### config.mk
export PLATFORM = sky130hd
export DESIGN_NAME = iq_decim_avg
export DESIGN_NICKNAME = d
export VERILOG_FILES = /design/src/rtl/iq_decim_avg.sv
export SDC_FILE = /design/constraint.sdc
export NUM_CORES = 1
export LEC_CHECK = 0
export CAP_MARGIN = 30
export CORE_UTILIZATION = 57
export CTS_CLUSTER_DIAMETER = 100
export DETAILED_ROUTE_END_ITERATION = 12
export GPL_ROUTABILITY_DRIVEN = 0
export PLACE_DENSITY = 0.8
export SYNTH_ARGS = -nofsm -noshare
export SYNTH_HDL_FRONTEND = slang
export SYNTH_SLANG_ARGS = --single-unit
export TNS_END_PERCENT = 1
### constraint.sdc
create_clock -name clk -period 4.9 [get_ports clk]
set_clock_uncertainty 0.05 [all_clocks]
set_input_delay 0.49 -clock clk [delete_from_list [all_inputs] [get_ports clk]]
set_output_delay 0.49 -clock clk [all_outputs]
set_load 0.01 [all_outputs]
### src/rtl/iq_decim_avg.sv
// iq_decim_avg: integrate-and-dump decimator for the 12-bit I/Q RX stream.
// Averages each window of 2^LOG2_DECIM samples per channel and emits one
// round-half-up result per window, with valid/ready on both sides.
module iq_decim_avg #(
    parameter int DATA_WIDTH = 12,
    parameter int LOG2_DECIM = 3
) (
    input  logic                  clk,
    input  logic                  rst,
    input  logic                  flush,
    input  logic                  in_valid,
    input  logic [DATA_WIDTH-1:0] in_data_i,
    input  logic [DATA_WIDTH-1:0] in_data_q,
    output logic                  in_ready,
    output logic                  out_valid,
    output logic [DATA_WIDTH-1:0] out_data_i,
    output logic [DATA_WIDTH-1:0] out_data_q,
    input  logic                  out_ready
);

    localparam int N  = 1 << LOG2_DECIM;
    localparam int AW = DATA_WIDTH + LOG2_DECIM;
    localparam int CW = (LOG2_DECIM == 0) ? 1 : LOG2_DECIM;
    // Half an LSB of the output; N>>1 is 0 for the pass-through case.
    localparam int RND = N >> 1;

    localparam logic [CW-1:0]        CNT_LAST = CW'(N - 1);
    localparam logic signed [AW-1:0] RND_V    = AW'(RND);

    logic                   out_valid_q, out_valid_d;
    logic [DATA_WIDTH-1:0]  out_i_q, out_i_d;
    logic [DATA_WIDTH-1:0]  out_q_q, out_q_d;
    logic signed [AW-1:0]   acc_i_q, acc_i_d;
    logic signed [AW-1:0]   acc_q_q, acc_q_d;
    logic [CW-1:0]          cnt_q, cnt_d;

    logic                   accept;
    logic signed [AW-1:0]   acc_base_i, acc_base_q;
    logic [CW-1:0]          cnt_base;
    logic signed [AW-1:0]   in_ext_i, in_ext_q;
    logic signed [AW-1:0]   sum_i, sum_q;
    logic signed [AW-1:0]   rnd_i, rnd_q;

    // Stall input only when the window about to close has nowhere to go.
    assign in_ready = !rst && !(out_valid_q && !out_ready && (cnt_q == CNT_LAST));
    assign accept   = in_valid && in_ready;

    assign out_valid  = out_valid_q;
    assign out_data_i = out_i_q;
    assign out_data_q = out_q_q;

    // Next-state: flush restarts the window, accepted samples accumulate or dump.
    always_comb begin
        out_valid_d = out_valid_q;
        out_i_d     = out_i_q;
        out_q_d     = out_q_q;

        // Flush takes effect before the sample of the same cycle is added,
        // so that sample becomes the first of the new window.
        acc_base_i = flush ? '0 : acc_i_q;
        acc_base_q = flush ? '0 : acc_q_q;
        cnt_base   = flush ? '0 : cnt_q;

        acc_i_d = acc_base_i;
        acc_q_d = acc_base_q;
        cnt_d   = cnt_base;

        in_ext_i = AW'(signed'(in_data_i));
        in_ext_q = AW'(signed'(in_data_q));
        sum_i    = acc_base_i + in_ext_i;
        sum_q    = acc_base_q + in_ext_q;
        // Cannot overflow AW bits: |N full-scale samples| + N/2 stays in range.
        rnd_i    = sum_i + RND_V;
        rnd_q    = sum_q + RND_V;

        if (out_valid_q && out_ready) begin
            out_valid_d = 1'b0;
        end

        if (accept) begin
            if (cnt_base == CNT_LAST) begin
                out_valid_d = 1'b1;
                out_i_d     = DATA_WIDTH'(rnd_i >>> LOG2_DECIM);
                out_q_d     = DATA_WIDTH'(rnd_q >>> LOG2_DECIM);
                acc_i_d     = '0;
                acc_q_d     = '0;
                cnt_d       = '0;
            end else begin
                acc_i_d = sum_i;
                acc_q_d = sum_q;
                cnt_d   = cnt_base + CW'(1);
            end
        end
    end

    // State registers with synchronous reset; reset also drops a pending output.
    always_ff @(posedge clk) begin
        if (rst) begin
            out_valid_q <= 1'b0;
            out_i_q     <= '0;
            out_q_q     <= '0;
            acc_i_q     <= '0;
            acc_q_q     <= '0;
            cnt_q       <= '0;
        end else begin
            out_valid_q <= out_valid_d;
            out_i_q     <= out_i_d;
            out_q_q     <= out_q_d;
            acc_i_q     <= acc_i_d;
            acc_q_q     <= acc_q_d;
            cnt_q       <= cnt_d;
        end
    end

endmodule

# --- Word level (Yosys, flattened, before mapping) ---
# Index checks and enable logic that the tools add are counted.
# Widths: inputs -> output; s select.
op_classes:
  reduce_logical: 9
  add_sub_neg: 5
  muxes: 12
  eq_ne: 2
ops:
  columns: ["op", "count"]
  rows:
  - ["$mux 15", 6]
  - ["$add 15x12->15", 2]
  - ["$add 15x4->15 const B", 2]
  - ["$mux 3", 3]
  - ["$eq 3x3->1 const B", 2]
  - ["$logic_and 1x1->1", 5]
  - ["$add 3x1->3 const B", 1]
  - ["$logic_not 1->1", 3]
  - ["$mux 1", 3]
  - ["$reduce_and 2->1", 1]
totals:
  inputBits: 29
  reg_bits: 58

# --- Logic depth before layout (Yosys ltp) ---
depth:
  word_depth: 7
  depth_mapped: 15
  mapped_depth_nobuf: 14

# --- Worst setup path before layout ---
# No wires, ideal clock.
synth_timing:
  kind: "in2reg"
  startpoint: "input flush"
  endpoint: "register out_q_q[11] (netlist: out_data_q[11])"
  arrival_ns: 3.382
  setup_ns: 0.114
  slack_ns: 1.354
  stages: 15
  n_path_buf: 1
  path_cell_list: "clkbuf_1 nand2b_1 inv_1 ha_1 a211oi_2 nor2_1 a21oi_1 ha_1 inv_1 a211oi_2 nand4_1 nor4_2 or4b_1 xnor2_1 a21o_1"
synth_via:
  elab_chain_len: 3
  elab_cells_between_ends: 6
  cone_classes: "add/sub (2); eq/ne (1); mux (2); reduce/logical (1)"
synth_rtl:
  columns: ["item", "line", "source"]
  rows:
  - ["start, declared", "10", "input logic flush,"]
  - ["$mux 15 / $mux 3 (equally long branches)", "61, 62", null]
  - ["$add 15x12->15 / $eq 3x3->1 (equally long branches)", "71, 81", null]
  - ["$add 15x4->15 / $reduce_and 2->1 (equally long branches)", null, null]
  - ["end signal, assigned", "108", "out_q_q <= out_q_d;"]
  - ["end, declared", "32", "logic [DATA_WIDTH-1:0] out_q_q, out_q_d;"]
# Several ways; a longest one is shown, not always the timed one.
# A chain may end at the register's enable or synchronous reset.

# --- Worst setup path in the final report ---
# Same ends and word-level chain as after synthesis.

==> impl_metrics.toml <==
[grt]
use_met1_pct = 37.89
grt_pass1_wl_um = 18570
gr-usage-met2_pct = 45.83
gr-max-usage-layer = "met2"
gr-usage-all-layers_pct = 27.94
grt_pass1_vias = 3896
grt_overflow = 0
grt_max_degree = 45
use_met3_pct = 3.723
antenna_found_initial = 0

[critical_path]
cp.buffers_inverters = 3
worst_setup_path_end_kind = "register"
critical_path.top_delay_family = "simple AND/OR/NAND/NOR gates"
worstPathRequired_ns = 5.09
worstPathCellList = "clkdlybuf4s50_1 > buf_4 > nor2b_1 > ha_1 > a211oi_2 > nor2_1 > a21oi_1 > ha_1 > inv_1 > a211oi_2 > nand4_1 > nor4_2 > or4b_1 > xnor2_1 > a21o_1"
critical_path.max_stage_delay_ns = 0.60
slowest_stage = "clkdlybuf4s50_1"
critPathArrivalTime_ns = 4.23
crit_type = "in -> reg"
cp_max_fo = 17
start_kind = "input pin"

[floorplanning]
dieArea_mm2 = 0.008073
die_w_um = 89.85
coreArea_mm2 = 0.007370
start_util_pct = 59.69
ios = 55
fp.dieH_um = 89.85
num_rows = 31

[run]
maxCapViolations = 0

[layout]
final_area_mm2 = 0.005207
drive_above_1_share_pct = 8.390
syn_to_final_growth_pct = 18.37
final_nets = 642
n_antenna_cell = 0
final_cells = 683

[synthesis]
synth-seq-cells = 58
synth_cells = 541
ys_seq_area_share_pct = 26.39
postSynth.asyncResetShare_pct = 0
syn-cell-area_mm2 = 0.004399
synth.distinct_cells = 78
synth_top_area_share_pct = 26.39
synth_edf_count = 0
synthTopCellsByArea = "dfxtp_1, ha_1, nor2b_1"
synthesis.nets = 604
syn-mean-instance-area_um2 = 8.132
yosysWarnings = 0
yosys.area.top_type = "dfxtp_1"
ys.flop_type = "dfxtp_1"

[placed_design]
dp_hpwl_um = 8083
place_inst = 667
placed_cell_area_mm2 = 0.004956
port_buffers = 54

[drt]
first_pass_iters = 5
routedWlPerCell_um = 16.59
antenna_left = 0
drc_errors = 0
drt_first_iter_violations = 279
vias = 4209
routed_wl_um = 11330
vias_per_cell = 6.163

[power]
power_density_mw_per_mm2 = 257.5
vdd_drop_max_uv = 150.4
p_leak_uw = 0.002040

[outcome]
status = "finished, final reports clean"

[clock_network]
cts_inserted_buffers = 9
cts_resized = 0
max-clock-path-buffers = 2
cts_tree = "done"
clkLatencyLatePin_ns = 0.35
clkSinkCount = 58
holdBufCountCts = 0
path_clk_slew_ns = 0.07
cts-root-buf = "clkbuf_8"
htreeDepth = 3
cts_setup_buffers = 0

[timing]
setup_viol = 0
fin_crit_sh_pct = 82.47
tns_ns = 0
min_period_ns = 4.041
holdWs_ns = 0.4093
worst_slew_pin_slew_ns = 0.7158
relSlewSlack_pct = 52.28
finalHoldViolCount = 0
drv_slew = 0
rsz0062_at_grt = "no"
max_freq_mhz = 247.4

[hold_path]
hold_class = "reg -> reg"
-- state kept, by name, indices dropped and copies added, names as in the netlist --
signal and flops:
acc_i_q 15, acc_q_q 15, out_data_i 12, out_data_q 12
cnt_q 3, out_valid 1
-- kinds of logic after synthesis --
kind of cell,Yosys count,share of synthesized area [%]
and+or+nand+nor,212,25.48
AOI/OAI and AO/OA,148,25.26
muxes,1,0.2275
DFF,58,26.39
adders and majority gates,34,10.01
xor gates and xnor gates,37,7.537
buffers and inverters,51,5.091
-- per-layer routing --
layer  vias up  share of wire, %
met2       166                46
met1      1981                45
met4         0               1.7
li1       2043                 -
met3        19               6.4
met5         -                 0
-- report_power, final --
part           switching, µW  internal [µW]  leakage [µW]  total (µW)
Sequential              2.93            484      0.000471         487
Combinational            163            118       0.00144         281
Clock                    209            364      0.000129         574
-- path summary, 6_finish.rpt --
kind,startpoint,to,slack [ns],cells after the start
hold / removal,out_data_i[4]$_SDFFE_PP0P_,out_data_i[4]$_SDFFE_PP0P_,0.41,2
setup reg to reg,acc_q_q[1]$_SDFF_PP0_,out_data_q[11]$_SDFFE_PP0P_,1.42,14
setup / recovery,flush,out_data_q[11]$_SDFFE_PP0P_,0.86,15
hold reg to reg,out_data_i[4]$_SDFFE_PP0P_,out_data_i[4]$_SDFFE_PP0P_,0.41,2
-- cell type report --
class / count / area (µm²)
multi-input combinational: 432 / 3014
tap: 99 / 123.9
timing repair buffer: 60 / 589.3
sequential: 58 / 1161
inverter: 18 / 67.56
clock inverter: 5 / 100.1
fill: 599 / 2162
clock buffer: 11 / 151.4
-- per-stage QoR --
stage	utilization [%]	setup WS, ns	total power [µW]
floorplan	-	1.354	697.3
CTS	70.66	0.9346	1335
finish	70.66	0.8587	1341
global route	70.66	0.6396	1391
global placement	67.10	0.8039	761.1
detailed placement	67.25	0.5915	769.5
-- placed cells by master, fill, tap and decap left out, drive strengths merged, types with 4 or more instances in the layout --
cell type and instances:
nor2b 39, and3 6, a211oi 24, nand2b 4
clkdlybuf4s50 54, a22oi 12, o21ai 22, and4 4
inv 18, xor2 16, and2 5, nand3 9
a32o 4, nor4 4, a311oi 4, clkbuf 11
nor3 15, ha 32, a21o 7, or2 6
xnor2 21, nor3b 6, o21a 7, a21oi 34
dfxtp 58, nand2 38, buf 6, nor2 58
o31ai 5, o211ai 4, nand4 6
-- synth_stat cells, types with 6 or more instances --
cell type and n:
a211oi_1 22, a21o_1 6, a21oi_1 34, a22oi_1 12, and3_1 6, clkbuf_1 24, dfxtp_1 58, ha_1 32
inv_1 18, nand2_1 38, nand3_1 9, nand4_1 6, nor2_1 58, nor2b_1 39, nor3_1 15, nor3b_1 6
o21a_1 6, o21ai_0 18, xnor2_1 21, xor2_1 15
-- worst reg2reg max path: cells and delay by family (launching register included) --
kind,cells,cell delay (ns)
compound gates,4,0.99
xor+xnor,1,0.15
fa+ha+maj,2,0.53
buf+inv,2,0.14
flops,1,0.30
simple gates,5,1.23
(Power assumes the default switching activity.)
